[src/rtl/universal_shift_reg_pkg.sv]
// Shared mode codes for the universal shift register.
// The enum values are the 3-bit encodings driven on the mode select input.
package universal_shift_reg_pkg;

  typedef enum logic [2:0] {
    MODE_HOLD = 3'b000,
    MODE_LOAD = 3'b001,
    MODE_SHL  = 3'b010,
    MODE_SHR  = 3'b011,
    MODE_ROL  = 3'b100,
    MODE_ROR  = 3'b101,
    MODE_ASR  = 3'b110,
    MODE_CLR  = 3'b111
  } mode_e;

  localparam int unsigned WIDTH_MIN = 2;
  localparam int unsigned WIDTH_MAX = 32;

endpackage

[src/rtl/universal_shift_reg_dff_vec.sv]
// WIDTH-bit edge-triggered register with clock enable, synchronous reset
// value and true/complement outputs.
module dff_vec #(
  parameter int unsigned     WIDTH     = 8,
  parameter logic [WIDTH-1:0] RESET_VAL = '0
) (
  input  logic             clk_i,
  input  logic             rst_i,
  input  logic             en_i,
  input  logic [WIDTH-1:0] d_i,
  output logic [WIDTH-1:0] q_o,
  output logic [WIDTH-1:0] qn_o
);

  logic [WIDTH-1:0] q_q;

  always_ff @(posedge clk_i) begin
    if (rst_i) begin
      q_q <= RESET_VAL;
    end else if (en_i) begin
      q_q <= d_i;
    end
  end

  // Complement derives from the stored value, so it can never disagree with Q.
  assign q_o  = q_q;
  assign qn_o = ~q_q;

endmodule

[src/rtl/universal_shift_reg.sv]
// Universal WIDTH-bit register: hold, load, shifts, rotates and clear,
// with serial-out flops recording the last bit shifted out each way.
module universal_shift_reg
  import universal_shift_reg_pkg::*;
#(
  parameter int unsigned      WIDTH     = 8,
  parameter logic [WIDTH-1:0] RESET_VAL = '0
) (
  input  logic             clk,
  input  logic             rst,
  input  logic             EN,
  input  logic [2:0]       M,
  input  logic [WIDTH-1:0] D,
  input  logic             SI_L,
  input  logic             SI_R,
  output logic [WIDTH-1:0] Q,
  output logic [WIDTH-1:0] Qn,
  output logic             SO_L,
  output logic             SO_R
);

  mode_e            mode;
  logic [WIDTH-1:0] q_d;
  logic             so_l_upd;
  logic             so_r_upd;
  logic             so_l_n_unused;
  logic             so_r_n_unused;

  assign mode = mode_e'(M);

  always_comb begin
    q_d      = Q;
    so_l_upd = 1'b0;
    so_r_upd = 1'b0;
    unique case (mode)
      MODE_HOLD: q_d = Q;
      MODE_LOAD: q_d = D;
      MODE_SHL: begin
        q_d      = {Q[WIDTH-2:0], SI_L};
        so_l_upd = 1'b1;
      end
      MODE_SHR: begin
        q_d      = {SI_R, Q[WIDTH-1:1]};
        so_r_upd = 1'b1;
      end
      MODE_ROL: begin
        q_d      = {Q[WIDTH-2:0], Q[WIDTH-1]};
        so_l_upd = 1'b1;
      end
      MODE_ROR: begin
        q_d      = {Q[0], Q[WIDTH-1:1]};
        so_r_upd = 1'b1;
      end
      MODE_ASR: begin
        q_d      = {Q[WIDTH-1], Q[WIDTH-1:1]};
        so_r_upd = 1'b1;
      end
      MODE_CLR: q_d = '0;
    endcase
  end

  dff_vec #(
    .WIDTH     (WIDTH),
    .RESET_VAL (RESET_VAL)
  ) u_q_reg (
    .clk_i (clk),
    .rst_i (rst),
    .en_i  (EN),
    .d_i   (q_d),
    .q_o   (Q),
    .qn_o  (Qn)
  );

  // Serial-out flops capture the departing end bit only on the modes that shift that way.
  dff_vec #(
    .WIDTH     (1),
    .RESET_VAL (1'b0)
  ) u_so_l_reg (
    .clk_i (clk),
    .rst_i (rst),
    .en_i  (EN & so_l_upd),
    .d_i   (Q[WIDTH-1]),
    .q_o   (SO_L),
    .qn_o  (so_l_n_unused)
  );

  dff_vec #(
    .WIDTH     (1),
    .RESET_VAL (1'b0)
  ) u_so_r_reg (
    .clk_i (clk),
    .rst_i (rst),
    .en_i  (EN & so_r_upd),
    .d_i   (Q[0]),
    .q_o   (SO_R),
    .qn_o  (so_r_n_unused)
  );

endmodule

[config.mk]
export PLATFORM = sky130hd
export DESIGN_NAME = universal_shift_reg
export DESIGN_NICKNAME = d
export VERILOG_FILES = /design/src/rtl/universal_shift_reg_pkg.sv /design/src/rtl/universal_shift_reg_dff_vec.sv /design/src/rtl/universal_shift_reg.sv
export SDC_FILE = /design/constraint.sdc
export NUM_CORES = 1
export LEC_CHECK = 0
export CORE_MARGIN = 5
export CORE_UTILIZATION = 40
export DETAILED_ROUTE_END_ITERATION = 8
export PLACE_DENSITY = 0.88
export RECOVER_POWER = 25
export SLEW_MARGIN = 15
export SYNTH_ARGS = -nofsm -noshare
export SYNTH_HDL_FRONTEND = slang
export SYNTH_SLANG_ARGS = --single-unit
[constraint.sdc]
create_clock -name clk -period 1.5 [get_ports clk]
set_input_delay 0.225 -clock clk [delete_from_list [all_inputs] [get_ports clk]]
set_output_delay 0.225 -clock clk [all_outputs]
set_load 0.03 [all_outputs]
# Yosys cells after proc, flatten, opt, wreduce, memory -nomap -nowiden
# Cells that the tools add are included.
# totals
ff_bits	10
latchBits	0
ram_bits	0
romBits	0
inputBits	16
out_inout_bits	18
wordCells	24
memories	0
# op_classes
add_sub_neg	0
multipliers	0
div_mod_pow	0
n_lt_le_gt_ge	0
n_eq_ne	7
shifts	0
mux	3
n_bitwise	5
n_reduce_logical	5
# op_table
operator	count
case mux 8 bit (7 select lines)	1
== test 3 bit (second input constant)	4
inverter 8 bit	1
== test 3 x 2 -> 1 bit (second input constant)	2
== test 3 x 1 -> 1 bit (second input constant)	1
logical NOT 3 bit	1
AND reduction 3 bit	1
OR reduction 3 bit	1
AND 1 bit	2
2-to-1 mux 1 bit	2
inverter 1 bit	2
AND reduction 2 bit	1
OR reduction 2 bit	1

# Logic depth before layout (Yosys ltp)
# Gate-level depths: netlist of the first run.
# logic_depth
ltp_word	4
mapped_depth	6
depth_no_buf	4

# By module
# A second synthesis of the first run with hierarchy kept.
# hier_totals
cells_unflattened	107
area_unflattened_um2	830.8
# by_module_without_submodules
mod	instances	cells_per_inst	area_each_um2	seq_area_each_um2
universal_shift_reg	1	65	440.4	0.0
dff_vec at u_q_reg	1	34	315.3	160.2
dff_vec at u_so_l_reg ...	2	4	37.5	20.0

# Least setup slack after synthesis of the first run
# OpenSTA, ideal clock, no wires.
# synth_path
kind	reg-to-reg
start	register u_q_reg.q_q[2] (netlist: u_q_reg.q_o[2])
end	register u_q_reg.q_q[3] (netlist: u_q_reg.q_o[3])
setup_time_ns	0.124
t_arrival_ns	1.186
required_ns	1.376
path_slack_ns	0.190
path_stages_with_launch	5
path_buffers	0
period_less_slack_ns	1.310
cell_sequence	dfxtp_1 inv_1 o21ai_0 a221oi_1 o21ai_2
# synth_via
elab_chain_len	1
# synth_lines
element	line	text
start, declared	universal_shift_reg_dff_vec.sv:15	logic [WIDTH-1:0] q_q;
start signal, assigned	universal_shift_reg_dff_vec.sv:21	q_q <= d_i;
case mux 8 bit (7 select lines)	universal_shift_reg.sv:35	unique case (mode)
# Every way passes these cells.
# A chain may end at the register's enable or synchronous reset.

# Worst setup path in the final report of the first run
# layout_path
start	input port M[2]
end	register u_q_reg.q_q[5] (netlist: u_q_reg.q_o[5])
# layout_via
elab_chain_len	3
word_cells_on_any_way	11
classes_between	eq/ne: 7; mux: 1; bitwise: 1; reduce/logical: 2
# layout_lines
element	line	text
start, declared	universal_shift_reg.sv:12	input logic [2:0] M,
branches (longest 3 deep; another with case mux 8 bit (7 select lines))	-	
# Parallel ways; which one is timed is not known.

==> reports/results.ini, run 1 <==
[logic_synthesis]
synth_area_leaders=dfxtp_1, a221oi_1, nand2_1
yosysUniqueCellTypes=28
syn-cell-area_sq_um=751
syn-num-nets=112
ys_seq_elements=10
yosysSeqAreaShare_pct=26.7
synth_top_area_share_pct=26.7
syn_inst=96
yosysWarnings=0
synth_largest_area_cell=dfxtp_1
synth_area_per_cell_sq_um=7.82

[critical_path]
worstSetupPathType=input pin to register
cp_cell_sequence=clkdlybuf4s50_1, or3_4, a21oi_4, nand2_1, o21ai_2
critical-path-top-delay-family=simple AND/OR/NAND/NOR gates
arrival_ps=1610
crit_path_max_incr_delay_ps=510
worst-path-buf-inv=1
cp.required_ps=1700
worst_setup_path_end_kind=register
cp-start-kind=input pin
crit_fanout=7
slowest_stage=clkdlybuf4s50_1

[cts]
clk_latency_ps=270
cts.sinks=10
root_buffer=clkbuf_4
cts.clk_slew.worst_paths_ps=70
clockBufferDepth=2
h-tree-depth=1
numCtsBuffers=3
post_cts_buffers=0
cts_tree=done

[sta]
fin_crit_ps=1410
max_freq_ghz=0.711
rsz0062_at_grt=false
hold_viol=0
post-route-period-util_pct=93.7
finClkSkew_ps=4.23
holdWs_ps=473
setup_violations=0
slew_headroom_pct=70.6
drv_slew=0
worst_pin_slew_ps=440

[finish]
area_delta_synth_final_pct=52.2
fin_nets=157
fin_cells=164
antenna_cells=0
final_cell_mix=dlygate4sd2_1, clkdlybuf4s50_1, buf_4, nand2_1, dfxtp_1
final_core_util_pct=64.8
final_cell_area_sq_um=1140
drive_above_1_share_pct=21.6
layout_commonest_cell=dlygate4sd2_1

[grt]
grt_start_max_net_pins=12
gr-total-overflow=0
grt_pass1_wl_microns=3580
antenna_found_initial=0
grt_pass1_vias=834
gr-usage-all-layers_pct=17.3

[drt]
dr.pass1.iters=4
routedWlPerCell_microns=13.4
post_drt_via_cell_ratio=5.34
ant_nets=0
vias=875
drtIter0Drc=29
drc_errors=0
wirelength_microns=2190

[die]
initial_core_util_pct=42.6
die_w_microns=53.3
dieArea_sq_um=2840
rows=15
io_pins=34
die_h_microns=53.3
coreArea_sq_um=1760

[run_status]
outcome=complete, no violations

[pwr]
switching_share_pct=34.6
power_mw=0.761
p_sw_mw=0.263
leakage_nw=0.457
clkPwrFrac_pct=24.6
p_comb_share_pct=36.8
seq_power_share_pct=38.6
p_int_mw=0.498
ir_drop_uv=405
power_density_nw_per_um2=666

[worst_hold_path]
min_path_type=register to register

[place]
dp.cells=161
post_dp_cell_area_sq_um=1150
numPortBuffers=33
dpl.hpwl_microns=1720
gp_congestion=0.785

[flow_run]
drv_cap=0

==> Yosys cell counts <==
master	instances
o21ai_0	7
nand3b_1	2
nor2b_2	1
o21ai_1	6
a21oi_1	5
buf_4	3
mux2i_1	1
or2_1	1
xor2_1	1
nand2_1	14
or3_4	1
xnor2_1	2
dfxtp_1	10
nor2_1	5
a211oi_2	1
buf_6	4
a211oi_1	1
inv_1	9
o31ai_1	1
nand2b_1	2
nand2_2	1
nor2b_4	1
o21ai_2	6
a221oi_1	7
o22ai_1	1
buf_2	1
a21oi_4	1
o41ai_1	1
==> final cells by class <==
class | count | area, sq um
Inverter | 9 | 33.8
Clock buffer | 3 | 22.5
Sequential cell | 10 | 200
Timing Repair Buffer | 48 | 410
Multi-Input combinational cell | 69 | 444
Fill cell | 178 | 622
Tap cell | 25 | 31.3
==> worst min-delay path, cell delays in order (launching register included) <==
cell and delay [ps]:
dfxtp_1 320, nand2_1 50, o31ai_1 50
==> repair_timing <==
action / in CTS / in global routing
resized for setup: 16 / 2
setup endpoints to repair: 16 / 2
hold buffers: 0 / 0
==> registers in the layout, indices dropped and copies added, names as in the netlist <==
| signal | flops |
|---|---|
| u_q_reg.q_o | 8 |
| u_so_r_reg.q_o | 1 |
| u_so_l_reg.q_o | 1 |
==> routing by layer <==
metal / share of wire, % / global-route usage (%) / vias up
met5: 0 / 0 / -
met2: 47 / 26.9 / 47
li1: - / - / 422
met4: 2.7 / 11.1 / 0
met1: 42 / 21.8 / 401
met3: 8.3 / 2.54 / 5
==> through the flow <==
stage	setup WS (ps)	setup TNS, ps
global route	3.71	0
global placement	-135	-1090
CTS	3.45	0
floorplan	190	0
detailed placement	-181	-1490
finish	94.1	0
==> final timing paths <==
kind         slack [ps]             end  cells past startpoint      startpoint
max                  90  u_q_reg.q_o[5]                      5            M[2]
min                 470  u_q_reg.q_o[0]                      2  u_q_reg.q_o[0]
min reg2reg         470  u_q_reg.q_o[0]                      2  u_q_reg.q_o[0]
max reg2reg         410  u_q_reg.q_o[1]                      4  u_q_reg.q_o[0]
==> power by group through the flow <==
stage	sequential, mW	clock (mW)	combinational, mW
2_1_floorplan	0.321	0	0.150
3_3_place_gp	0.300	0	0.292
3_5_place_dp	0.300	0	0.298
4_1_cts	0.294	0.193	0.283
5_1_grt	0.296	0.206	0.301
6_report	0.294	0.188	0.280
==> cell families after synthesis <==
kind of cell           share of synthesized area (%)
flip-flops                                      26.7
multiplexers                                    1.33
XOR/XNOR                                        3.50
AND/OR/NAND/NOR                                 19.3
AO/OA/AOI/OAI                                   35.0
buffers and inverters                           14.2
Power figures use the tool's default switching activity.
==> run 2, diff against run 1 <==
==> constraint.sdc (replaced) <==
create_clock -name clk -period 1.5 [get_ports clk]
set_input_delay 0.225 -clock clk [delete_from_list [all_inputs] [get_ports clk]]
set_output_delay 0.225 -clock clk [all_outputs]
set_load 0.05 [all_outputs]
==> run 2 against run 1 <==
  * Sequential power grew 2%
  * Highest routed layer unchanged
  * Non-clock buffer count shrank 1
  * Sequential share of layout area shrank 1.4 points
  * Utilization grew 7.1 points
==> reports/results.ini, run 2 (synthesis results as in run 1) <==
[worst_hold_path]
min_path_type=input pin to register

[place]
gp_congestion=0.829  ; +5.6%
dpl.hpwl_microns=1740  ; +1.1%
numPortBuffers=33  ; unchanged

[cts]
cts_tree=done
numCtsBuffers=3  ; unchanged
clockBufferDepth=2  ; unchanged
root_buffer=clkbuf_4
clk_latency_ps=270  ; about the same
h-tree-depth=1  ; unchanged
cts.sinks=10  ; unchanged
cts.clk_slew.worst_paths_ps=60  ; about the same
cts_hold_buf=0  ; unchanged

[critical_path]
cp.required_ps=1670  ; -30 ps
worstSetupPathType=input pin to register
crit_fanout=7  ; unchanged
cp-start-kind=input pin
arrival_ps=1620  ; about the same
rrSetupSlack_ps=350  ; -60 ps
worst_setup_path_end_kind=register

[sta]
fin_crit_ps=1440  ; +36.7 ps
post-route-period-util_pct=96.2  ; +2.4 points
hold_viol=0  ; unchanged
setup_violations=0  ; unchanged
rsz0062_at_grt=false
max_freq_ghz=0.693  ; -2.5%
finClkSkew_ps=7.62  ; +3.39 ps
slew_headroom_pct=60.0  ; -11 points
worst_pin_slew_ps=603  ; +163 ps
drv_slew=0  ; unchanged

[finish]
largest_reg_flops=8  ; unchanged
drive_above_1_share_pct=33.1  ; +12 points
antenna_cells=0  ; unchanged
final_core_util_pct=71.8  ; +7.1 points
area_delta_synth_final_pct=68.8
fin_nets=156  ; -0.64%
final_cell_mix=nand2_1, buf_4, clkdlybuf4s50_1, buf_12, inv_1

[grt]
grt_pass1_vias=859  ; +3.0%
grt_start_max_net_pins=15  ; +3
grt_pass1_wl_microns=3510  ; -1.9%
gr-usage-all-layers_pct=16.8  ; -0.48 points
gr-total-overflow=0  ; unchanged
antenna_found_initial=0  ; unchanged

[die]
die_h_microns=53.3  ; unchanged
initial_core_util_pct=42.6  ; unchanged
rows=15  ; unchanged
die_w_microns=53.3  ; unchanged
coreArea_sq_um=1760  ; unchanged
io_pins=34  ; unchanged
dieArea_sq_um=2840  ; unchanged

[drt]
drc_errors=0  ; unchanged
dr.pass1.iters=4  ; unchanged
ant_nets=0  ; unchanged
vias=832  ; -4.9%
routedWlPerCell_microns=13.5  ; +1.0%
post_drt_via_cell_ratio=5.07  ; -4.9%
drtIter0Drc=18  ; -38%
wirelength_microns=2220  ; +1.0%

[pwr]
power_density_nw_per_um2=720  ; +8.1%
ir_drop_uv=442  ; +9.2%
leakage_nw=0.518  ; +13%
power_mw=0.913  ; +20%

[run_status]
outcome=complete, no violations

[flow_run]
drv_cap=0  ; unchanged

-- run 2: worst paths after layout --
kind,cells after the start,to,from
hold reg to reg,2,u_q_reg.q_o[1],u_q_reg.q_o[1]
setup / recovery,5,u_q_reg.q_o[0],M[2]
setup reg to reg,4,u_q_reg.q_o[5],u_q_reg.q_o[4]
hold / removal,3,u_q_reg.q_o[0],M[0]
-- run 2: area by class of cell --
class	count	area, sq um
sequential	10	204
clock buffer	4	36.3
timing repair buffer	47	518
fill	137	497
inverter	9	33.8
tap	25	31.3
multi-input combinational	69	444
-- run 2: metal layers --
| layer | part of all wire (%) | global-route usage (%) | up-vias |
|---|---|---|---|
| met5 | 0 | 0 | - |
| met4 | 0.77 | 8.09 | 0 |
| met3 | 6.6 | 4.23 | 2 |
| met2 | 50 | 28.6 | 33 |
| met1 | 42 | 19.2 | 377 |
| li1 | - | - | 420 |
-- run 2: critical path, stage by stage --
cell and delay, ps:
clkdlybuf4s50_1 520, or3_4 450, a21oi_4 260, nand2_1 90, o31ai_1 70
-- run 2: power by group --
group          switching, mW  total, mW  internal (mW)
Combinational          0.197      0.362          0.165
Sequential            0.0205      0.301          0.281
Clock                  0.101      0.249          0.148
Total                  0.319      0.913          0.593
-- run 2: through the flow --
stage,TNS [ps],std cells,hold slack (ps),area (sq um),setup WS (ps)
after floorplan,-160,96,297,754,-91.5
after global placement,-1370,160,463,1250,-163
after detailed placement,-1810,160,471,1250,-217
after CTS,0,164,483,1290,62.9
after global routing,0,164,474,1270,18.9
final,0,164,420,1270,57.4
-- run 2: what timing repair did --
action / in CTS / in global routing
resized for setup: 0 / 2
setup buffers: 0 / 0
endpoints found under the setup margin: 0 / 6
==> run 3, diff against run 2 <==
--- a/config.mk
+++ b/config.mk
@@ -10,7 +10,7 @@
 export DETAILED_ROUTE_END_ITERATION = 8
 export PLACE_DENSITY = 0.88
 export RECOVER_POWER = 25
-export SLEW_MARGIN = 15
+export SLEW_MARGIN = 10
 export SYNTH_ARGS = -nofsm -noshare
 export SYNTH_HDL_FRONTEND = slang
 export SYNTH_SLANG_ARGS = --single-unit
==> results of run 3 <==
The final DEF is identical to that of run 2; final timing and power are the same.
